===== src/rtl/seg7_scanner.sv =====
// seg7_scanner
// Multiplexed 7-segment display driver with a parameterised number of digits.
// Hex data, decimal points and the leading-zero-blank enable are copied into
// shadow registers once per frame, so a value never tears mid-scan.
// Brightness PWM, per-digit blink and the master enable act live.
//
// Ports
//   clk, rst_n   : clock, asynchronous active-low reset
//   i_data       : packed hex digits, digit k = i_data[4k+3:4k], digit 0 rightmost
//   i_dots       : decimal point per digit
//   i_lz_blank   : enable leading-zero blanking
//   i_bright     : brightness, duty = (i_bright+1)/16
//   i_blink      : per-digit blink mask
//   i_en         : 0 = whole display dark
//   o_anodes     : one-hot anode select (registered, polarity by parameter)
//   o_segments   : {A,B,C,D,E,F,G,P} (registered, polarity by parameter)
//   o_frame      : one-cycle pulse in the first output cycle of each frame

module seg7_scanner #(
    parameter int DIGITS           = 4,
    parameter int CNT_WIDTH        = 14,
    parameter int BLINK_WIDTH      = 5,
    parameter int ANODE_ACTIVE_LOW = 1,
    parameter int SEG_ACTIVE_LOW   = 0
) (
    input  logic                clk,
    input  logic                rst_n,
    input  logic [4*DIGITS-1:0] i_data,
    input  logic [DIGITS-1:0]   i_dots,
    input  logic                i_lz_blank,
    input  logic [3:0]          i_bright,
    input  logic [DIGITS-1:0]   i_blink,
    input  logic                i_en,
    output logic [DIGITS-1:0]   o_anodes,
    output logic [7:0]          o_segments,
    output logic                o_frame
);

    localparam int IDX_W = $clog2(DIGITS);
    localparam logic [DIGITS-1:0] ANODE_INV =
        (ANODE_ACTIVE_LOW != 0) ? {DIGITS{1'b1}} : {DIGITS{1'b0}};
    localparam logic [7:0] SEG_INV = (SEG_ACTIVE_LOW != 0) ? 8'hFF : 8'h00;

    logic [CNT_WIDTH-1:0]   dwell_q, dwell_d;
    logic [IDX_W-1:0]       idx_q, idx_d;
    logic [BLINK_WIDTH-1:0] fcnt_q, fcnt_d;
    logic [4*DIGITS-1:0]    shData_q, shData_d;
    logic [DIGITS-1:0]      shDots_q, shDots_d;
    logic                   shLz_q, shLz_d;
    logic                   frameHit_q, frameHit_d;
    logic [DIGITS-1:0]      anodes_q, anodes_d;
    logic [7:0]             segments_q, segments_d;
    logic                   frame_q, frame_d;

    logic                   dwellEnd;
    logic                   lastDigit;
    logic                   boundary;

    logic [3:0]             curNib;
    logic                   curDot;
    logic                   curBlink;
    logic                   curLzBlank;
    logic [DIGITS-1:0]      oneHot;
    logic [DIGITS-1:0]      lzMask;
    logic                   allZero;
    logic [6:0]             segDec;
    logic [7:0]             segLit;
    logic                   dark;

    // Scan sequencing: the digit index advances when the dwell counter wraps,
    // and returns to 0 after the last digit rather than at a power of two.
    // The frame boundary latches the shadows and bumps the blink frame counter;
    // frameHit_q remembers that edge so o_frame lines up with idx 0 / dwell 0.
    always_comb begin
        dwellEnd   = &dwell_q;
        lastDigit  = (idx_q == IDX_W'(DIGITS - 1));
        boundary   = dwellEnd & lastDigit;

        dwell_d    = dwell_q + 1'b1;
        idx_d      = idx_q;
        fcnt_d     = fcnt_q;
        shData_d   = shData_q;
        shDots_d   = shDots_q;
        shLz_d     = shLz_q;
        frameHit_d = boundary;

        if (dwellEnd) begin
            idx_d = lastDigit ? '0 : idx_q + 1'b1;
        end
        if (boundary) begin
            fcnt_d   = fcnt_q + 1'b1;
            shData_d = i_data;
            shDots_d = i_dots;
            shLz_d   = i_lz_blank;
        end
    end

    // Select the current digit's fields and work out leading-zero blanking.
    // allZero accumulates from the most significant digit downward, so
    // lzMask[k] is set when digit k and every digit above it are zero.
    always_comb begin
        curNib   = 4'h0;
        curDot   = 1'b0;
        curBlink = 1'b0;
        oneHot   = '0;
        lzMask   = '0;
        allZero  = shLz_q;

        for (int k = DIGITS - 1; k >= 0; k--) begin
            allZero   = allZero & (shData_q[4*k +: 4] == 4'h0);
            lzMask[k] = allZero & (k != 0);
            if (idx_q == IDX_W'(k)) begin
                curNib    = shData_q[4*k +: 4];
                curDot    = shDots_q[k];
                curBlink  = i_blink[k];
                oneHot[k] = 1'b1;
            end
        end
        curLzBlank = |(lzMask & oneHot);
    end

    // Hex to segment decode (lit = 1, order ABCDEFG), gating and polarity.
    // The top four dwell bits form the PWM phase compared against brightness.
    always_comb begin
        case (curNib)
            4'h0:    segDec = 7'b1111110;
            4'h1:    segDec = 7'b0110000;
            4'h2:    segDec = 7'b1101101;
            4'h3:    segDec = 7'b1111001;
            4'h4:    segDec = 7'b0110011;
            4'h5:    segDec = 7'b1011011;
            4'h6:    segDec = 7'b1011111;
            4'h7:    segDec = 7'b1110000;
            4'h8:    segDec = 7'b1111111;
            4'h9:    segDec = 7'b1111011;
            4'hA:    segDec = 7'b1110111;
            4'hB:    segDec = 7'b0011111;
            4'hC:    segDec = 7'b1001110;
            4'hD:    segDec = 7'b0111101;
            4'hE:    segDec = 7'b1001111;
            default: segDec = 7'b1000111;
        endcase

        segLit = {curLzBlank ? 7'b0000000 : segDec, curDot};

        dark = ~i_en
             | (dwell_q[CNT_WIDTH-1 -: 4] > i_bright)
             | (curBlink & fcnt_q[BLINK_WIDTH-1]);

        anodes_d   = (dark ? {DIGITS{1'b0}} : oneHot) ^ ANODE_INV;
        segments_d = (dark ? 8'h00 : segLit) ^ SEG_INV;
        frame_d    = frameHit_q;
    end

    // All state and the output registers; reset forces the display dark.
    always_ff @(posedge clk or negedge rst_n) begin
        if (!rst_n) begin
            dwell_q    <= '0;
            idx_q      <= '0;
            fcnt_q     <= '0;
            shData_q   <= '0;
            shDots_q   <= '0;
            shLz_q     <= 1'b0;
            frameHit_q <= 1'b0;
            anodes_q   <= ANODE_INV;
            segments_q <= SEG_INV;
            frame_q    <= 1'b0;
        end else begin
            dwell_q    <= dwell_d;
            idx_q      <= idx_d;
            fcnt_q     <= fcnt_d;
            shData_q   <= shData_d;
            shDots_q   <= shDots_d;
            shLz_q     <= shLz_d;
            frameHit_q <= frameHit_d;
            anodes_q   <= anodes_d;
            segments_q <= segments_d;
            frame_q    <= frame_d;
        end
    end

    assign o_anodes   = anodes_q;
    assign o_segments = segments_q;
    assign o_frame    = frame_q;

endmodule


===== config.mk =====
export PLATFORM = sky130hd
export DESIGN_NAME = seg7_scanner
export DESIGN_NICKNAME = d
export VERILOG_FILES = /design/src/rtl/seg7_scanner.sv
export SDC_FILE = /design/constraint.sdc
export NUM_CORES = 1
export LEC_CHECK = 0
export ABC_CLOCK_PERIOD_IN_PS = 2900
export BUFFER_PORTS_ARGS = -buffer_cell sky130_fd_sc_hd__clkbuf_2
export CORE_AREA = 3 3 62 93
export DETAILED_ROUTE_END_ITERATION = 10
export DIE_AREA = 0 0 65 96
export GPL_ROUTABILITY_DRIVEN = 0
export HOLD_SLACK_MARGIN = 0.08
export MAX_ROUTING_LAYER = met4
export PLACE_DENSITY = 0.83
export SLEW_MARGIN = 20
export SYNTH_ARGS = -nofsm -noshare
export SYNTH_HDL_FRONTEND = slang
export SYNTH_SLANG_ARGS = --single-unit

===== constraint.sdc =====
create_clock -name clk -period 2.9 [get_ports clk]
set_clock_uncertainty 0.2 [all_clocks]
set_input_delay 0.58 -clock clk [delete_from_list [all_inputs] [get_ports clk]]
set_output_delay 0.58 -clock clk [all_outputs]
set_load 0.01 [all_outputs]

Word level (Yosys, flattened, before mapping)
Memories as Yosys holds them, arrays and structs flattened.
Cells that the tools add are included.

storage, ports and cells
  logic and storage cells = 54
  memories kept = 1
  ROM bits = 112
  input bits = 32
  output and inout bits = 13
  bits in registers = 56

memory list
  name              depth  bits a word  read ports  clocked after memory_dff  wr ports  line  RTL
  (name not given)  16     7            1           0                         0         125   case (curNib)

operators by class
  reductions and logical operators = 6
  add/sub/neg operators = 3
  bitwise gates (word level) = 10
  equality and inequality tests = 3
  order comparisons = 1
  multiplexer cells = 20

operators by type and width
  cell                                                                    count
  4-bit 2-to-1 mux                                                        5
  14-bit by 1-bit adder with 14-bit output (second input constant)        1
  14-bit AND reduction                                                    1
  4-bit zero test                                                         3
  1-bit 2-to-1 mux                                                        12
  8-bit 2-to-1 mux                                                        1
  7-bit 2-to-1 mux                                                        1
  5-bit by 1-bit adder with 5-bit output (second input constant)          1
  1-bit bitwise AND                                                       5
  4-bit bitwise AND                                                       1
  2-bit equality test (second input constant)                             2
  4-bit > comparator                                                      1
  4-bit NOT                                                               1
  4-bit OR reduction                                                      1
  2-bit by 1-bit adder with 2-bit output (second input constant)          1
  2-bit by 1-bit equality test with 1-bit output (second input constant)  1
  2-bit zero test                                                         1
  2-bit 2-to-1 mux                                                        1
  1-bit bitwise OR                                                        2
  1-bit NOT                                                               1

Longest topological paths before layout
  depth after elaboration = 9
  depth in mapped cells = 11
  mapped depth without buffers = 10

Worst setup path before layout
Ideal clock, no wire load.

  kind = flip-flop to flip-flop
  start point = reg idx_q[0]
  end point = reg segments_q[6] (netlist: o_segments[6])
  stages on the path, launching flop included = 11
  path slack = 315 ps
  period minus slack after synthesis = 2,585 ps
  library setup time = 99 ps
  arrival = 2,285 ps
  data required time = 2,601 ps
  buffers on the path = 1
  cells stage by stage = dfrtp_1 ha_1 buf_2 nor2b_1 a221o_1 a22oi_1 inv_1 ha_1 a21oi_1 o21a_1 a311oi_1

between the ends
  longest elaborated chain between the ends = 8
  elaborated cells on any way between the ends = 23
  classes of those cells = 3 x eq/ne; 14 x mux; 3 x bitwise; 2 x reduce/logical; 1 x memory

ends and longest elaborated chain
  item                                                                       line      RTL
  start: declaration                                                         45        logic [IDX_W-1:0] idx_q, idx_d;
  start signal: assignment                                                   170       idx_q <= idx_d;
  2-bit equality test                                                        112       if (idx_q == IDX_W'(k)) begin
  4-bit 2-to-1 mux / 1-bit 2-to-1 mux (equally long branches) (4 in series)  112
  memory read 16 x 7 bit / 1-bit bitwise AND (equally long branches)         --
  7-bit 2-to-1 mux / 1-bit bitwise OR (equally long branches)                144, 148
  8-bit 2-to-1 mux (*)                                                       151       segments_d = (dark ? 8'h00 : segLit) ^ SEG_INV;
  named net segments_d[6]                                                    52        logic [7:0] segments_q, segments_d;
  end signal: assignment                                                     177       segments_q <= segments_d;
  end: declaration                                                           52

The timed path passes the listed nets; every way through them passes the cells marked *.
A chain may end at the register's enable or synchronous reset.

Worst setup path after layout
Ends and elaborated chain as after synthesis.

==> impl_metrics.yaml <==
run_status:
  status: "completed"
global_routing:
  grt.total_usage: 0.195
  grt_pass1_vias: 2003
  grt_max_degree: 30
  grt_pass1_wl_um: 8980
  grt_remaining_overflow: 0
  antenna_found_initial: 0
floorplan:
  io_pins: 45
  dieArea_um2: 6240
  die_width_um: 65
  die_y_um: 96
  row_count: 32
  coreArea_um2: 5080
  initial_core_util: 0.547
routing:
  routed_wl_um: 5220
  wl_per_cell_um: 14.9
  drc_errors: 0
  wl_met2_um: 2810
  first_iter_violations: 93
  via_per_inst: 5.53
  top_layer_used: "met4"
  vias: 1940
  ant_nets: 0
  met1_length_um: 2030
  dr_wl_met3_um: 234
  dr.pass1.iters: 4
critical_path:
  r2r-end: "o_segments[6]"
  critPathSlowestCell: "dfrtp_1"
  arrival_ps: 2590
  start_kind: "register"
  critPathRequiredTime_ps: 2910
  timing.rr.start: "idx_q[0]"
  crit_buf_inv: 2
  crit_path_end_kind: "register"
  crit_type: "reg2reg"
  r2r_slack_ps: 330
  r2r_cells: 10
  cp_cell_sequence: "inv_1, ha_1, nor2b_1, a221o_1, a22oi_1, inv_1, ha_1, a21oi_1, o21a_1, a311oi_1"
  cp_top_family: "compound AO/OA/AOI/OAI gates"
  cp_max_fo: 7
  max_stage_delay_ps: 430
yosys:
  yosys.cell_count.top_type: "dfrtp_1"
  seq_area_frac_synth: 0.506
  syn_nets: 283
  yosysTopAreaCellShare: 0.468
  ys_types: 45
  async_reset_ff_frac: 1.00
  ys_ff_latch: 56
  synth.avg_cell_area_um2: 11.8
  yosys_most_used_dff: "dfrtp_1"
  synthCells: 235
  synth_edf_count: 0
  synth_top_area_cell: "dfrtp_1"
  synth_commonest_cells: "52 x dfrtp_1, 23 x mux2_2, 17 x nand2_1"
  syn_area_um2: 2780
  yosys_warnings: 0
  synthTopCellsByArea: "dfrtp_1 47%, mux2_2 9.3%, ha_1 7.2%"
pwr:
  netSwitchingFraction: 0.225
  power_frac_clock: 0.333
  power.internal_uw: 986
  p_seq_frac: 0.620
  p_per_area_nw_per_um2: 405
  p_comb_frac: 0.047
  peakVddDrop_mv: 0.221
  power.total_mw: 1.27
  power_switching_uw: 286
  p_leak_nw: 1.56
clocking:
  clk_pin_slew_worst_paths_ps: 100
  clkSinkCount: 56
  insertion_delay_ps: 310
  clockRootBuffer: "clkbuf_8"
  cts_made_buffers: 5
  cts_resized: 0
  hold_buffers: 0
  cts_tree: "done"
  htreeDepth: 2
  clock_path_buffers: 2
  post_cts.repair.setup_buffers: 0
final_layout:
  drive_above_1_share: 0.322
  fill_cells: 432
  fin_util: 0.617
  fin_area_um2: 3140
  antennaDiodeCount: 0
  finalNonFillerCells: 351
  syn_to_final_growth_pct: 12.9
  nets: 330
min_path:
  min-delay-path-class: "in2async"
sta:
  setup_viol: 0
  slew_viol_final: 0
  finalHoldViolCount: 0
  fin_ws_ps: 326
  fin_crit_sh: 0.888
  final.min_clock_period_ps: 2570
  worst_pin_slew_ps: 724
  maxSlewHeadroom: 0.517
  holdWs_ps: 101
  rsz0062_at_grt: "no"
  tns_ps: 0
  fmax_mhz: 388
job:
  cap_violations: 0
placement:
  dpl.cell_count: 343
  pre_cts_ws_ps: 371
  dp_hpwl_um: 4080
  io_buffers: 44
  dpl-instance-area_um2: 3050
==> cell usage in the layout, fill, tap and decap left out, types with 3 or more instances in the layout <==
master	Yosys	final
inv_1	11	11
a21oi_1	10	10
nor2_1	7	7
xnor2_1	12	12
clkbuf_8	0	5
nand4_1	4	4
a211oi_1	6	6
dfrtp_1	52	52
mux2_2	23	23
nor3_1	4	4
ha_1	16	16
and3_1	3	3
nor2b_1	7	7
clkbuf_2	1	44
xor2_1	4	4
mux2i_1	3	3
dfstp_2	4	4
nand3b_1	3	3
o21ai_0	4	4
nand3_1	7	7
and4_1	3	3
buf_4	3	5
nand2_1	17	17
==> kinds of logic after synthesis <==
kind of cell / share of synthesized area
xor+xnor: 0.0504
fa+ha+maj: 0.0720
mux: 0.104
simple gates: 0.136
buf+inv: 0.0486
compound gates: 0.0824
flops: 0.506
==> worst max-delay path by stage <==
stage,slack [ps],endpoint,start,depth (start not counted)
floorplan,320,o_segments[6],idx_q[0],10
global placement,450,o_segments[6],i_bright[1],8
detailed placement,370,o_segments[6],idx_q[0],10
CTS,330,o_segments[6],idx_q[0],10
global route,50,o_segments[6],idx_q[0],10
finish,330,o_segments[6],idx_q[0],10
==> cell type report <==
cell class	count	area (um2)	share of cell area
Tap cell	68	85.1	0.0271
Multi-Input combinational cell	158	1240	0.394
Sequential cell	56	1410	0.448
Inverter	11	41.3	0.0132
Timing Repair Buffer	50	278	0.0885
Clock buffer	5	68.8	0.0219
Clock inverter	3	21.3	0.00678
==> routing by layer <==
metal  vias to the layer above  global-route usage
li1                        916                   -
met1                       948               0.210
met2                        60               0.340
met3                        16              0.0432
met4                         0              0.0899
met5                         -                   -
==> power groups by stage <==
stage / combinational [mW] / clock, mW / sequential, mW
floorplan: 0.0115 / 0 / 0.807
global placement: 0.0610 / 0 / 0.804
detailed placement: 0.0620 / 0 / 0.804
CTS: 0.0622 / 0.437 / 0.789
global route: 0.0686 / 0.465 / 0.789
finish: 0.0601 / 0.423 / 0.788
==> flip-flops by register name (all words and copies together) (netlist names) <==
register    cells
shData_q       16
dwell_q        14
o_segments      8
fcnt_q          5
o_anodes        4
shDots_q        4
idx_q           2
frameHit_q      1
o_frame         1
shLz_q          1
Note: power is estimated with default switching activity, not from simulation.
